$ cat src/rtl/screen_pkg.sv
// Shared types and constants for the screen SRAM write port.
package screen_pkg;

  localparam int SCREEN_ADDR_W = 13;
  localparam int SCREEN_DATA_W = 16;
  localparam int ACTIVE_COLS   = 512;
  localparam int ACTIVE_ROWS   = 256;

  // Write cycle phases: address/data setup, write strobe, hold.
  typedef enum logic [1:0] {
    IDLE   = 2'd0,
    SETUP  = 2'd1,
    STROBE = 2'd2,
    HOLD   = 2'd3
  } wr_state_t;

  // One buffered CPU screen write.
  typedef struct packed {
    logic [SCREEN_ADDR_W-1:0] addr;
    logic [SCREEN_DATA_W-1:0] data;
  } wr_entry_t;

endpackage

$ cat src/rtl/screen_wr_fifo.sv
// Synchronous FIFO of screen write entries.
// merge=1 on a push rewrites the data of the newest entry instead of
// allocating a slot; tail_hit reports that the newest entry is still
// buffered (not leaving this cycle) and has the same address as push_entry.
module screen_wr_fifo
  import screen_pkg::*;
#(
  parameter int DEPTH = 4
) (
  input  logic      clk,
  input  logic      rst_n,
  input  logic      push,
  input  logic      merge,
  input  logic      pop,
  input  wr_entry_t push_entry,
  output wr_entry_t head,
  output logic      full,
  output logic      empty,
  output logic      tail_hit
);

  localparam int            PW         = $clog2(DEPTH);
  localparam logic [PW-1:0] PTR_ONE    = PW'(1);
  localparam logic [PW:0]   COUNT_ONE  = (PW + 1)'(1);
  localparam logic [PW:0]   COUNT_FULL = (PW + 1)'(DEPTH);

  logic [PW-1:0] rd_ptr;
  logic [PW-1:0] wr_ptr;
  logic [PW-1:0] tail_ptr;
  logic [PW:0]   count;
  logic          alloc;
  logic          tail_valid;
  wr_entry_t     mem [DEPTH];

  assign alloc    = push && !merge;
  assign tail_ptr = wr_ptr - PTR_ONE;
  assign head     = mem[rd_ptr];
  assign full     = (count == COUNT_FULL);
  assign empty    = (count == '0);

  // The newest entry is mergeable only if it is not the one leaving now.
  assign tail_valid = (count > COUNT_ONE) || ((count == COUNT_ONE) && !pop);
  assign tail_hit   = tail_valid && (mem[tail_ptr].addr == push_entry.addr);

  // Entry storage: allocate at the write pointer or rewrite the newest data.
  // NOTE: the storage array has no reset; count alone says which words are valid.
  always_ff @(posedge clk) begin
    if (alloc) begin
      mem[wr_ptr] <= push_entry;
    end else if (push) begin
      mem[tail_ptr].data <= push_entry.data;
    end
  end

  // Pointers and occupancy; pointers wrap naturally at the power-of-two depth.
  // NOTE: registers use non-blocking assignments so every flop sees pre-edge values.
  always_ff @(posedge clk) begin
    if (!rst_n) begin
      rd_ptr <= '0;
      wr_ptr <= '0;
      count  <= '0;
    end else begin
      if (alloc) wr_ptr <= wr_ptr + PTR_ONE;
      if (pop)   rd_ptr <= rd_ptr + PTR_ONE;
      case ({alloc, pop})
        2'b10:   count <= count + COUNT_ONE;
        2'b01:   count <= count - COUNT_ONE;
        default: count <= count;
      endcase
    end
  end

endmodule

$ cat src/rtl/screen_write_port.sv
// Write side of the shared 8K x 16 screen SRAM.
// CPU writes are buffered and replayed as 3-cycle SRAM write cycles that
// only start while the raster is in blanking; in IDLE the SRAM address pins
// follow the display read address.
// Optional: define SCREEN_WR_MERGE_EN to fold a push into the newest buffered
// entry when the addresses match.
module screen_write_port
  import screen_pkg::*;
#(
  parameter int FIFO_DEPTH  = 4,
  parameter int H_START_MAX = 796,
  parameter int V_TOTAL     = 525
) (
  input  logic                     clk,
  input  logic                     rst_n,
  input  logic                     wr_valid,
  output logic                     wr_ready,
  input  logic [SCREEN_ADDR_W-1:0] wr_addr,
  input  logic [SCREEN_DATA_W-1:0] wr_data,
  input  logic [9:0]               row,
  input  logic [9:0]               column,
  input  logic [SCREEN_ADDR_W-1:0] rd_addr,
  output logic [SCREEN_ADDR_W-1:0] sram_addr,
  output logic [SCREEN_DATA_W-1:0] sram_dq_out,
  output logic                     sram_dq_oe,
  output logic                     ce_n,
  output logic                     oe_n,
  output logic                     we_n,
  output logic                     ub_n,
  output logic                     lb_n,
  output logic                     busy
);

  localparam logic [9:0] COL_BLANK = 10'(ACTIVE_COLS);
  localparam logic [9:0] COL_LAST  = 10'(H_START_MAX);
  localparam logic [9:0] ROW_BLANK = 10'(ACTIVE_ROWS);
  localparam logic [9:0] ROW_LAST  = 10'(V_TOTAL - 2);

`ifdef SCREEN_WR_MERGE_EN
  localparam bit MERGE_EN = 1'b1;
`else
  localparam bit MERGE_EN = 1'b0;
`endif

  wr_state_t state;
  wr_state_t state_next;
  wr_entry_t wr_reg;
  wr_entry_t head;
  wr_entry_t push_entry;
  logic      push;
  logic      pop;
  logic      merge;
  logic      full;
  logic      empty;
  logic      tail_hit;
  logic      start_ok;

  // A write may start only if all three cycles fit inside blanking.
  assign start_ok = ((column >= COL_BLANK) && (column <= COL_LAST)) ||
                    ((row >= ROW_BLANK) && (row <= ROW_LAST));

  assign wr_ready   = !full;
  assign push       = wr_valid && !full;
  assign push_entry = '{addr: wr_addr, data: wr_data};
  assign merge      = MERGE_EN && tail_hit;

  screen_wr_fifo #(
    .DEPTH (FIFO_DEPTH)
  ) u_fifo (
    .clk        (clk),
    .rst_n      (rst_n),
    .push       (push),
    .merge      (merge),
    .pop        (pop),
    .push_entry (push_entry),
    .head       (head),
    .full       (full),
    .empty      (empty),
    .tail_hit   (tail_hit)
  );

  // Write-cycle state register.
  always_ff @(posedge clk) begin
    if (!rst_n) state <= IDLE;
    else        state <= state_next;
  end

  // Next state: start from IDLE when an entry waits and the raster allows it.
  // NOTE: defaults first so every path assigns every output and no latch is inferred.
  always_comb begin
    state_next = state;
    pop        = 1'b0;
    case (state)
      IDLE: begin
        if (!empty && start_ok) begin
          pop        = 1'b1;
          state_next = SETUP;
        end
      end
      SETUP:   state_next = STROBE;
      STROBE:  state_next = HOLD;
      HOLD:    state_next = IDLE;
      default: state_next = IDLE;
    endcase
  end

  // Write register: captures the FIFO head as a write cycle starts.
  always_ff @(posedge clk) begin
    if (!rst_n)   wr_reg <= '0;
    else if (pop) wr_reg <= head;
  end

  // SRAM strobes registered from the next state so the pins never glitch.
  always_ff @(posedge clk) begin
    if (!rst_n) begin
      we_n       <= 1'b1;
      oe_n       <= 1'b0;
      sram_dq_oe <= 1'b0;
    end else begin
      we_n       <= (state_next != STROBE);
      oe_n       <= (state_next != IDLE);
      sram_dq_oe <= (state_next != IDLE);
    end
  end

  assign sram_addr   = sram_dq_oe ? wr_reg.addr : rd_addr;
  assign sram_dq_out = wr_reg.data;
  assign busy        = !empty || (state != IDLE);
  assign ce_n        = 1'b0;
  assign ub_n        = 1'b0;
  assign lb_n        = 1'b0;

endmodule
$ cat config.mk
export PLATFORM = sky130hd
export DESIGN_NAME = screen_write_port
export DESIGN_NICKNAME = d
export VERILOG_FILES = /design/src/rtl/screen_pkg.sv /design/src/rtl/screen_wr_fifo.sv /design/src/rtl/screen_write_port.sv
export SDC_FILE = /design/constraint.sdc
export NUM_CORES = 1
export LEC_CHECK = 0
export BUFFER_PORTS_ARGS = -buffer_cell sky130_fd_sc_hd__buf_2
export CORE_UTILIZATION = 51
export DETAILED_ROUTE_END_ITERATION = 7
export GPL_ROUTABILITY_DRIVEN = 0
export PLACE_DENSITY = 0.75
export SKIP_CTS_REPAIR_TIMING = 1
export SKIP_LAST_GASP = 1
export SYNTH_ARGS = -nofsm -noshare
export SYNTH_HDL_FRONTEND = slang
export SYNTH_HIERARCHICAL = 1
export SYNTH_SLANG_ARGS = --single-unit
$ cat constraint.sdc
create_clock -name clk -period 2.4 [get_ports clk]
set_input_delay 0.12 -clock clk [delete_from_list [all_inputs] [get_ports clk]]
set_output_delay 0.12 -clock clk [all_outputs]
set_load 0.005 [all_outputs]
; After elaboration in Yosys (flattened, before gate mapping)
; Memory sizes are Yosys's and may differ from the RTL's. A register that Yosys moved wholly into a read port is not among the register bits.
; Cells that the tools add are included.
; Widths: inputs -> output; s select.
[totals]
register_bits = 11
memories = 1
out_inout_bits = 37
wordCells = 44
mem_bits_rw = 116
input_bits = 65
[op_classes]
n_lt_le_gt_ge = 4
mux = 8
addsub = 4
reduce_logical = 14
n_eq_ne = 7
[mem_list]
columns = name, words, width, read_ports, rd_clocked_by_memory_dff, write_ports, line
row1 = u_fifo.mem, 4, 29, 1, 1, 1, screen_wr_fifo.sv:33  ; wr_entry_t mem [DEPTH];
[ops]
columns = operator, count
row1 = $le 10x10->1 const B, 2
row2 = $mux 13, 1
row3 = $ge 10x10->1 const B, 1
row4 = $ge 10x9->1 const B, 1
row5 = $pmux 2 s4, 1
row6 = $eq 2x2->1 const B, 3
row7 = $pmux 3 s2, 1
row8 = $reduce_bool 2->1, 3
row9 = $add 2x1->2 const B, 2
row10 = $eq 2x1->1 const B, 2
row11 = $logic_and 1x1->1, 4
row12 = $mux 1, 4
row13 = $add 3x1->3 const B, 1
row14 = $eq 3x3->1 const B, 1
row15 = $logic_not 1->1, 3
row16 = $logic_not 3->1, 1
row17 = $sub 3x1->3 const B, 1
row18 = $logic_not 2->1, 1
row19 = $logic_or 1x1->1, 2
row20 = $mux 2, 1
row21 = $ne 2x2->1 const B, 1

; Logic depth before layout (Yosys ltp)
; Gate-level depths: netlist of the first run.
[depth]
depth_word = 8
mapped_depth = 12
depth_no_buf = 10

; Cells and area by module
; The synthesis of the first run kept the hierarchy.
[by_module_without_submodules]
columns = module, cells_per_inst, area_per_inst_um2, seq_area_each_um2, n_inst
row1 = screen_wr_fifo, 242, 5163.7, 3663.5, 1
row2 = screen_write_port, 193, 1741.7, 660.6, 1

; Worst setup path before layout of the first run
; OpenSTA, ideal clock, no wires.
[synth_timing]
kind = register to register
start = reg u_fifo.count[0]
end = mem u_fifo/mem[3][16] (netlist bit), enable pin
t_required_ns = 2.016
stages_incl_launch_ff = 7
path_slack_ns = -0.217
arrival_ns = 2.233
path_buffers = 0
period_less_slack_ns = 2.617
setup_time_ns = 0.384
path_cell_list = dfxtp_1 -> inv_1 -> ha_1 -> and2_1 -> nor2b_1 -> and2_1 -> nor2b_1
[synth_between]
elab_chain_len = 5
[synth_rtl]
columns = item, line
row1 = from (decl), screen_wr_fifo.sv:30  ; logic [PW:0] count;
row2 = from (signal assigned), screen_wr_fifo.sv:66  ; 2'b10: count <= count + COUNT_ONE;
row3 = from (signal assigned), screen_wr_fifo.sv:67  ; 2'b01: count <= count - COUNT_ONE;
row4 = from (signal assigned), screen_wr_fifo.sv:68  ; default: count <= count;
row5 = $eq 3x3->1, screen_wr_fifo.sv:38  ; assign full = (count == COUNT_FULL);
row6 = named net full, screen_write_port.sv:53  ; logic full;
row7 = $logic_not 1->1, screen_write_port.sv:63  ; assign push = wr_valid && !full;
row8 = $logic_and 1x1->1, screen_write_port.sv:63
row9 = named net push, screen_write_port.sv:50  ; logic push;
row10 = $mux 1, screen_wr_fifo.sv:48  ; if (alloc) begin
row11 = $mux 1 (not written as such), screen_wr_fifo.sv:49  ; mem[wr_ptr] <= push_entry;
row12 = to (decl), screen_wr_fifo.sv:33
; The timed path passes the listed nets, and every way through them passes these cells.

; Worst setup path after layout of the first run
[layout_timing]
start = reg u_fifo.count[0]
end = reg u_fifo.count[2]
[layout_between]
elab_cells_between_ends = 14
classes_between = add/sub (2) / eq/ne (3) / mux (3) / reduce/logical (6)
[layout_lines]
columns = item, line
row1 = $eq 3x3->1 (*), screen_wr_fifo.sv:38
row2 = named net full, screen_write_port.sv:53
row3 = $logic_not 1->1 (*), screen_write_port.sv:63
row4 = $logic_and 1x1->1 (*), screen_write_port.sv:63
row5 = named net push, screen_write_port.sv:50
row6 = $eq 2x1->1 / $eq 2x2->1 (equally long branches), screen_wr_fifo.sv:65  ; case ({alloc, pop})
row7 = $pmux 3 s2 / $reduce_bool 2->1 (equally long branches), n/a
; The timed path passes the listed nets; every way through them passes the cells marked *.
; A chain may end at the register's enable or synchronous reset.

==> results.toml, run 1 <==
[worst_setup_path]
setup.worst_path.start_class = "flip-flop"
end_kind = "flip-flop"
critPathMaxFanout = 5
path_class = "reg2reg"
reg2reg_depth = 8
required_ns = 2.76
crit_arrival_ns = 2.59

[routing]
drtIter0Drc = 137
ant_nets = 0
vias = 3577
via_per_inst = 5.07
wl_per_cell_um = 16.2
drt_wl_total_um = 11400
drc_errors = 0
firstDrtPassIters = 4

[sta]
rsz0062_at_grt = "false"
whs_ns = 0.244
hold_violations = 0
fin_crit_sh_pct = 93.2
worst_slew_pin_slew_ns = 0.803
final.min_clock_period_ns = 2.24
slew_headroom_pct = 46.4
fmaxAchievable_mhz = 447
setup_viol = 0
maxSlewViolCount = 0
finClkSkew_ns = 0.00487

[clock_tree]
clkTransAtPathRegs_ns = 0.06
clk_latency_ns = 0.42
root_buffer = "clkbuf_16"
cts.sinks = 158
cts_htree_levels = 4
numCtsBuffers = 17
cts_tree = "built"
clockBufferDepth = 2

[global_routing]
grt_pass1_vias = 3456
grt_pass1_wl_um = 17500
antenna_found_initial = 0
grt_overflow = 0
grt_start_max_net_pins = 38
grt.total_usage_pct = 18.5

[worst_hold_path]
hold_class = "in2reg"
hold_depth = 3

[finish]
final_nets = 596
nFillCells = 874
n_antenna_cell = 0
area.sequential_um2 = 4330
multi_input_comb_area_um2 = 1800
synthToLayoutAreaGrowth_pct = 23.0
final_cell_area_um2 = 7890
drive_above_1_share_pct = 36.1
largest_reg_flops = 116

[logic_synthesis]
syn_inst = 401
netlist_area_um2 = 6420
syn_area_per_cell_um2 = 16.0
ys_warn_count = 6

[job]
drv_cap = 0

[place]
dpl.hpwl_um = 7000
placed_area_um2 = 6980
io_buffers = 96

[pwr]
vdd_ir_drop_max_uv = 596
powerDensity_nw_per_um2 = 1000
p_leak_uw = 0.00310

[floorplanning]
placementRows = 40
coreArea_um2 = 12200
die_x_um = 114
ios = 102
floorplan.initialDensity_pct = 52.8
chipHeight_um = 114
die-area_um2 = 13000

[status]
status = "complete, no violations"
path summary, 6_finish.rpt:
check	from	end	slack, ns
max	u_fifo/count[0]$_SDFFE_PN0P_	u_fifo/count[2]$_SDFFE_PN0P_	0.16
min	rst_n	sram_dq_out[9]$_SDFFE_PN0P_	0.24
max reg2reg	u_fifo/count[0]$_SDFFE_PN0P_	u_fifo/count[2]$_SDFFE_PN0P_	0.16
min reg2reg	sram_dq_out[13]$_SDFFE_PN0P_	sram_dq_out[13]$_SDFFE_PN0P_	0.46
final cells by class:
cell class | count | share of cell area, %
Multi-Input combinational cell | 198 | 22.8
Sequential cell | 158 | 54.8
Clock buffer | 17 | 5.39
Clock inverter | 15 | 2.47
Timing Repair Buffer | 139 | 11.4
Inverter | 10 | 0.476
Tap cell | 168 | 2.66
worst max-delay path, stage by stage (launching register included):
cell and delay, ns:
dfxtp_1 0.38, inv_1 0.08, ha_1 0.21, and2_1 0.20, nor2b_2 0.21, nand2b_1 0.19, ha_1 0.39, or3_1 0.39
a21boi_1 0.13
metal layers:
layer / global-route usage, % / vias to the layer above / routed length (µm)
met3: 4.50 / 14 / 498
li1: - / 1693 / -
met2: 31.4 / 91 / 5770
met1: 23.1 / 1779 / 5000
met5: 0 / - / 0
met4: 7.10 / 0 / 168
report_power, final:
| part | leakage (µW) | internal (µW) | switching [µW] |
|---|---|---|---|
| logic | 0.00139 | 916 | 776 |
| clock network | 0.000304 | 1740 | 1040 |
| registers | 0.00140 | 3240 | 201 |
| total | 0.00310 | 5900 | 2020 |
per-stage QoR:
step                std cells  setup TNS [ns]  total power, µW  util [%]  setup WS (ns)
floorplan                 408           -1.35             4810         -        -0.0519
finish                    705               0             7920      64.9          0.162
CTS                       676               0             7950      62.5         0.0537
global route              705               0             8260      64.9         0.0468
detailed placement        644               0             5170      57.4          0.103
global placement          644               0             5100      57.4          0.238
cells in the final DEF (no fill, tap or decap), types with 3 or more instances in the layout:
cell type,instances
dfxtp_1,41
mux4_2,29
dlygate4sd3_1,29
nand2_1,62
ha_1,7
xnor2_1,4
nor2_1,3
buf_4,12
conb_1,8
mux2i_1,33
nand2b_1,3
clkinv_2,4
edfxtp_1,116
buf_2,96
clkbuf_16,17
bufinv_16,4
clkinv_4,4
mux2_2,13
inv_1,7
and2_1,10
No activity file was read; power rests on OpenSTA's default activity.
==> run 2, diff against run 1 <==
- RECOVER_POWER: unset -> 50
- REMOVE_ABC_BUFFERS: unset -> 1
==> run 2 against run 1 <==
Net effect:
- global-route usage rose by 0.11 points
- sequential share of layout area rose by 0.10 points
- sequential power barely moved
- wire length fell by 0.36%
- largest power group unchanged
- critical path depth did not move
- fmax rose by 3.0%
- die area did not move
- count of clock-buffer cells in the layout rose by 2
- design area fell by 0.19%
- worst hold slack got worse by 0.10 ns
- combinational power fell by 4%
==> results.toml, run 2 (synthesized netlist as in run 1, its figures left out) <==
[status]
status = "complete, no violations"

[sta]
worst_slew_pin_slew_ns = 0.622
setup_viol = 0
fmaxAchievable_mhz = 460
whs_ns = 0.142
final.min_clock_period_ns = 2.17
maxSlewViolCount = 0
slew_headroom_pct = 58.5
hold_violations = 0
finClkSkew_ns = 0.00581
rsz0062_at_grt = "false"
fin_crit_sh_pct = 90.6

[clock_tree]
clockBufferDepth = 2
cts_htree_levels = 4
clk_latency_ns = 0.42
cts.sinks = 158
root_buffer = "clkbuf_16"
clkTransAtPathRegs_ns = 0.06
cts_tree = "built"
numCtsBuffers = 17

[worst_setup_path]
crit_top_cell = "ha_1"
end_kind = "flip-flop"
crit_path_cell_trace = "inv_1 > ha_1 > nor2b_1 > o32a_2 > inv_2 > ha_1 > or3_1 > a21boi_1"
setup.worst_path.start_class = "flip-flop"
critPathTopFamily = "compound AO/OA/AOI/OAI gates"
crit_arrival_ns = 2.53
path_class = "reg2reg"
critPathMaxFanout = 5
rrSetupSlack_ns = 0.23
worstPathBufferInverterCount = 2
required_ns = 2.75
critical_path.slowest_cell = "o32a_2"
cpPeakStageDelay_ns = 0.40

[finish]
drive_above_1_share_pct = 27.7
final_common_cell = "edfxtp_1"
final_nets = 597
layout_common_cells = "edfxtp_1 (116), nand2_1 (62), buf_2 (57)"
multi_input_comb_area_um2 = 1790
largest_reg_flops = 116
nFillCells = 864
final_cell_area_um2 = 7880
area.sequential_um2 = 4330
n_antenna_cell = 0
synthToLayoutAreaGrowth_pct = 22.8

[routing]
drc_errors = 0
drt_wl_total_um = 11400
vias = 3582
firstDrtPassIters = 4
ant_nets = 0
wl_per_cell_um = 16.1
via_per_inst = 5.07
drtIter0Drc = 181

[floorplanning]
die_x_um = 114
ios = 102
die-area_um2 = 13000
floorplan.initialDensity_pct = 52.8
chipHeight_um = 114
coreArea_um2 = 12200
placementRows = 40

[global_routing]
grt.total_usage_pct = 18.7
grt_pass1_wl_um = 17400
grt_overflow = 0
antenna_found_initial = 0
grt_start_max_net_pins = 69
grt_pass1_vias = 3588

[place]
placed_area_um2 = 6980
io_buffers = 96
dpl.hpwl_um = 6810

[pwr]
vdd_ir_drop_max_uv = 589
p_leak_uw = 0.00299
powerDensity_nw_per_um2 = 1020

[worst_hold_path]
hold_class = "in2reg"

[job]
drv_cap = 0
[run 2: routing by layer]
metal | vias to the layer above | share of wire, % | GRT usage [%]
met5 | - | 0 | 0
met1 | 1785 | 41 | 21.0
li1 | 1694 | - | -
met3 | 11 | 4.4 | 6.51
met4 | 0 | 1.2 | 8.40
met2 | 92 | 54 | 32.1
[run 2: tightest hold or removal path, delay by kind of cell]
family,cells,cell delay (ns)
buffers and inverters,2,0.30
and+or+nand+nor,1,0.09
[run 2: metrics by stage]
| step | cells | TNS [ns] | setup WS, ns | utilization, % | power (µW) |
|---|---|---|---|---|---|
| finish | 706 | 0 | 0.227 | 64.8 | 8050 |
| global route | 706 | 0 | 0.0708 | 64.8 | 8430 |
| CTS | 677 | 0 | 0.208 | 62.8 | 8120 |
| detailed placement | 645 | 0 | 0.225 | 57.4 | 5150 |
| global placement | 645 | 0 | 0.314 | 57.4 | 5080 |
| floorplan | 366 | -5.49 | -0.626 | - | 4580 |
[run 2: cell type report]
type	count	area share, %
timing repair buffer	140	10.9
inverter	10	0.476
tap	168	2.67
multi-input combinational	198	22.7
sequential	158	54.9
clock inverter	13	2.76
clock buffer	19	5.62
[run 2: final timing paths]
check | start | endpoint | depth (start not counted)
setup reg to reg | u_fifo/count[0]$_SDFFE_PN0P_ | u_fifo/count[2]$_SDFFE_PN0P_ | 8
hold / removal | rst_n | we_n$_SDFF_PN1_ | 3
hold reg to reg | wr_reg[19]$_SDFFE_PN0P_ | wr_reg[19]$_SDFFE_PN0P_ | 2
setup / recovery | u_fifo/count[0]$_SDFFE_PN0P_ | u_fifo/count[2]$_SDFFE_PN0P_ | 8
[run 2: report_power, final]
group          internal [µW]  switching [µW]
Clock                   1960             997
Combinational            891             735
Sequential              3240             216
Total                   6100            1950
==> run 3, diff against run 2 <==
- CELL_PAD_IN_SITES_DETAIL_PLACEMENT: unset -> 1
- CELL_PAD_IN_SITES_GLOBAL_PLACEMENT: unset -> 2
- CORE_UTILIZATION: 51 -> 37
- PLACE_DENSITY: 0.75 -> 0.76
==> run 3 against run 2 <==
Net effect:
- via count decreased by 0.92%
- critical endpoint unchanged
- clock skew increased by 0.0020 ns
- first-iteration DRC count decreased by 19%
- register-to-register slack about the same
- critical path type unchanged
- highest routed layer unchanged
- cell count increased by 7.4%
- largest cell class unchanged
==> results.toml, run 3 (synthesized netlist as in run 1, its figures left out) <==
[status]
status = "complete, no violations"

[routing]
via_per_inst = 4.68
maxUsedRoutingLayer = "met4"
drtIter0Drc = 147
wl_met2_um = 6550
vias = 3549
firstDrtPassIters = 4
wl_per_cell_um = 16.4
wl_met1_um = 5280
ant_nets = 0
drt_wl_total_um = 12400
route.met3.wl_um = 532
drc_errors = 0

[sta]
fmaxAchievable_mhz = 458
setup_slack_ns = 0.214
setup_viol = 0
hold_violations = 0
setup_tns_ns = 0
finClkSkew_ns = 0.00778
final.min_clock_period_ns = 2.19
rsz0062_at_grt = "false"
worst_slew_pin_slew_ns = 0.713
fin_crit_sh_pct = 91.1
slew_headroom_pct = 52.4
maxSlewViolCount = 0

[worst_setup_path]
required_ns = 2.74
worstPathBufferInverterCount = 2
path_class = "reg2reg"
critPathTopFamily = "compound AO/OA/AOI/OAI gates"
critical_path.slowest_cell = "o32a_2"
end_kind = "flip-flop"
critPathMaxFanout = 5
crit_arrival_ns = 2.53
setup.worst_path.start_class = "flip-flop"
crit_path_cell_trace = "inv_1 > ha_1 > nor2b_1 > o32a_2 > inv_2 > ha_1 > or3_1 > a21boi_1"
cpPeakStageDelay_ns = 0.40
crit_top_cell = "ha_1"

[clock_tree]
numCtsBuffers = 17
clockBufferDepth = 2
cts.sinks = 158
cts_tree = "built"
clk_latency_ns = 0.41
cts_htree_levels = 4
clkTransAtPathRegs_ns = 0.06
root_buffer = "clkbuf_16"

[finish]
layout_common_cells = "edfxtp_1 (116), nand2_1 (62), buf_2 (59)"
final_common_cell = "edfxtp_1"
final_nets = 597
largest_reg_flops = 116
drive_above_1_share_pct = 27.5
synthToLayoutAreaGrowth_pct = 22.2
stdcell_count = 758
n_antenna_cell = 0
nFillCells = 1718
final_cell_area_um2 = 7840

[global_routing]
grt_overflow = 0
grt_pass1_vias = 3735
grt_start_max_net_pins = 48
antenna_found_initial = 0
grt.total_usage_pct = 15.0
grt_pass1_wl_um = 19800

[floorplanning]
coreArea_um2 = 16800
ios = 102
placementRows = 47
die_x_um = 134
chipHeight_um = 134
floorplan.initialDensity_pct = 38.3
die-area_um2 = 17900

[job]
drv_cap = 0

[place]
placed_area_um2 = 7070
place_ws_ns = 0.209
io_buffers = 96
placed_cells = 697
dpl.hpwl_um = 7970

[pwr]
p_leak_uw = 0.00294
vdd_ir_drop_max_uv = 516
total_power_uw = 7600
powerDensity_nw_per_um2 = 969

[worst_hold_path]
hold_class = "in2reg"
run 3: layer usage:
| layer | global-route usage (%) | vias to the layer above |
|---|---|---|
| li1 | - | 1692 |
| met1 | 17.4 | 1777 |
| met2 | 26.4 | 74 |
| met3 | 4.49 | 6 |
| met4 | 4.55 | 0 |
| met5 | 0 | - |
run 3: final cells by class:
cell class                      count  area (µm²)  area share [%]
Sequential cell                   158        4330            55.2
Multi-Input combinational cell    198        1800            22.9
Timing Repair Buffer              140         868            11.1
Clock buffer                       20         437            5.57
Tap cell                          220         275            3.51
Clock inverter                     12         101            1.29
Inverter                           10        37.5           0.479
run 3: worst reg2reg max path, delay by kind of cell (launching register included):
family,cells,cell delay (ns)
AOI/OAI and AO/OA,2,0.55
DFF,1,0.38
buffers and inverters,2,0.17
adders and majority gates,2,0.49
and+or+nand+nor,2,0.54
run 3: final timing paths:
kind | start | end | slack (ns) | depth (start not counted)
worst max-delay path | u_fifo/count[0]$_SDFFE_PN0P_ | u_fifo/count[2]$_SDFFE_PN0P_ | 0.21 | 8
worst min-delay path | rst_n | we_n$_SDFF_PN1_ | 0.11 | 2
worst max register to register | u_fifo/count[0]$_SDFFE_PN0P_ | u_fifo/count[2]$_SDFFE_PN0P_ | 0.21 | 8
worst min register to register | sram_dq_out[11]$_SDFFE_PN0P_ | sram_dq_out[11]$_SDFFE_PN0P_ | 0.45 | 2
run 3: stage by stage:
stage                     utilization (%)  hold slack [ns]
after floorplan                         -            0.189
after global placement               42.2            0.331
after detailed placement             42.2            0.338
after CTS                            45.4          -0.0988
after global routing                 46.8            0.123
final                                46.8            0.113
run 3: power breakdown:
part / switching (µW) / total (µW) / internal (µW)
Sequential: 204 / 3450 / 3240
Clock: 963 / 2460 / 1500
Combinational: 777 / 1690 / 916
Total: 1940 / 7600 / 5660
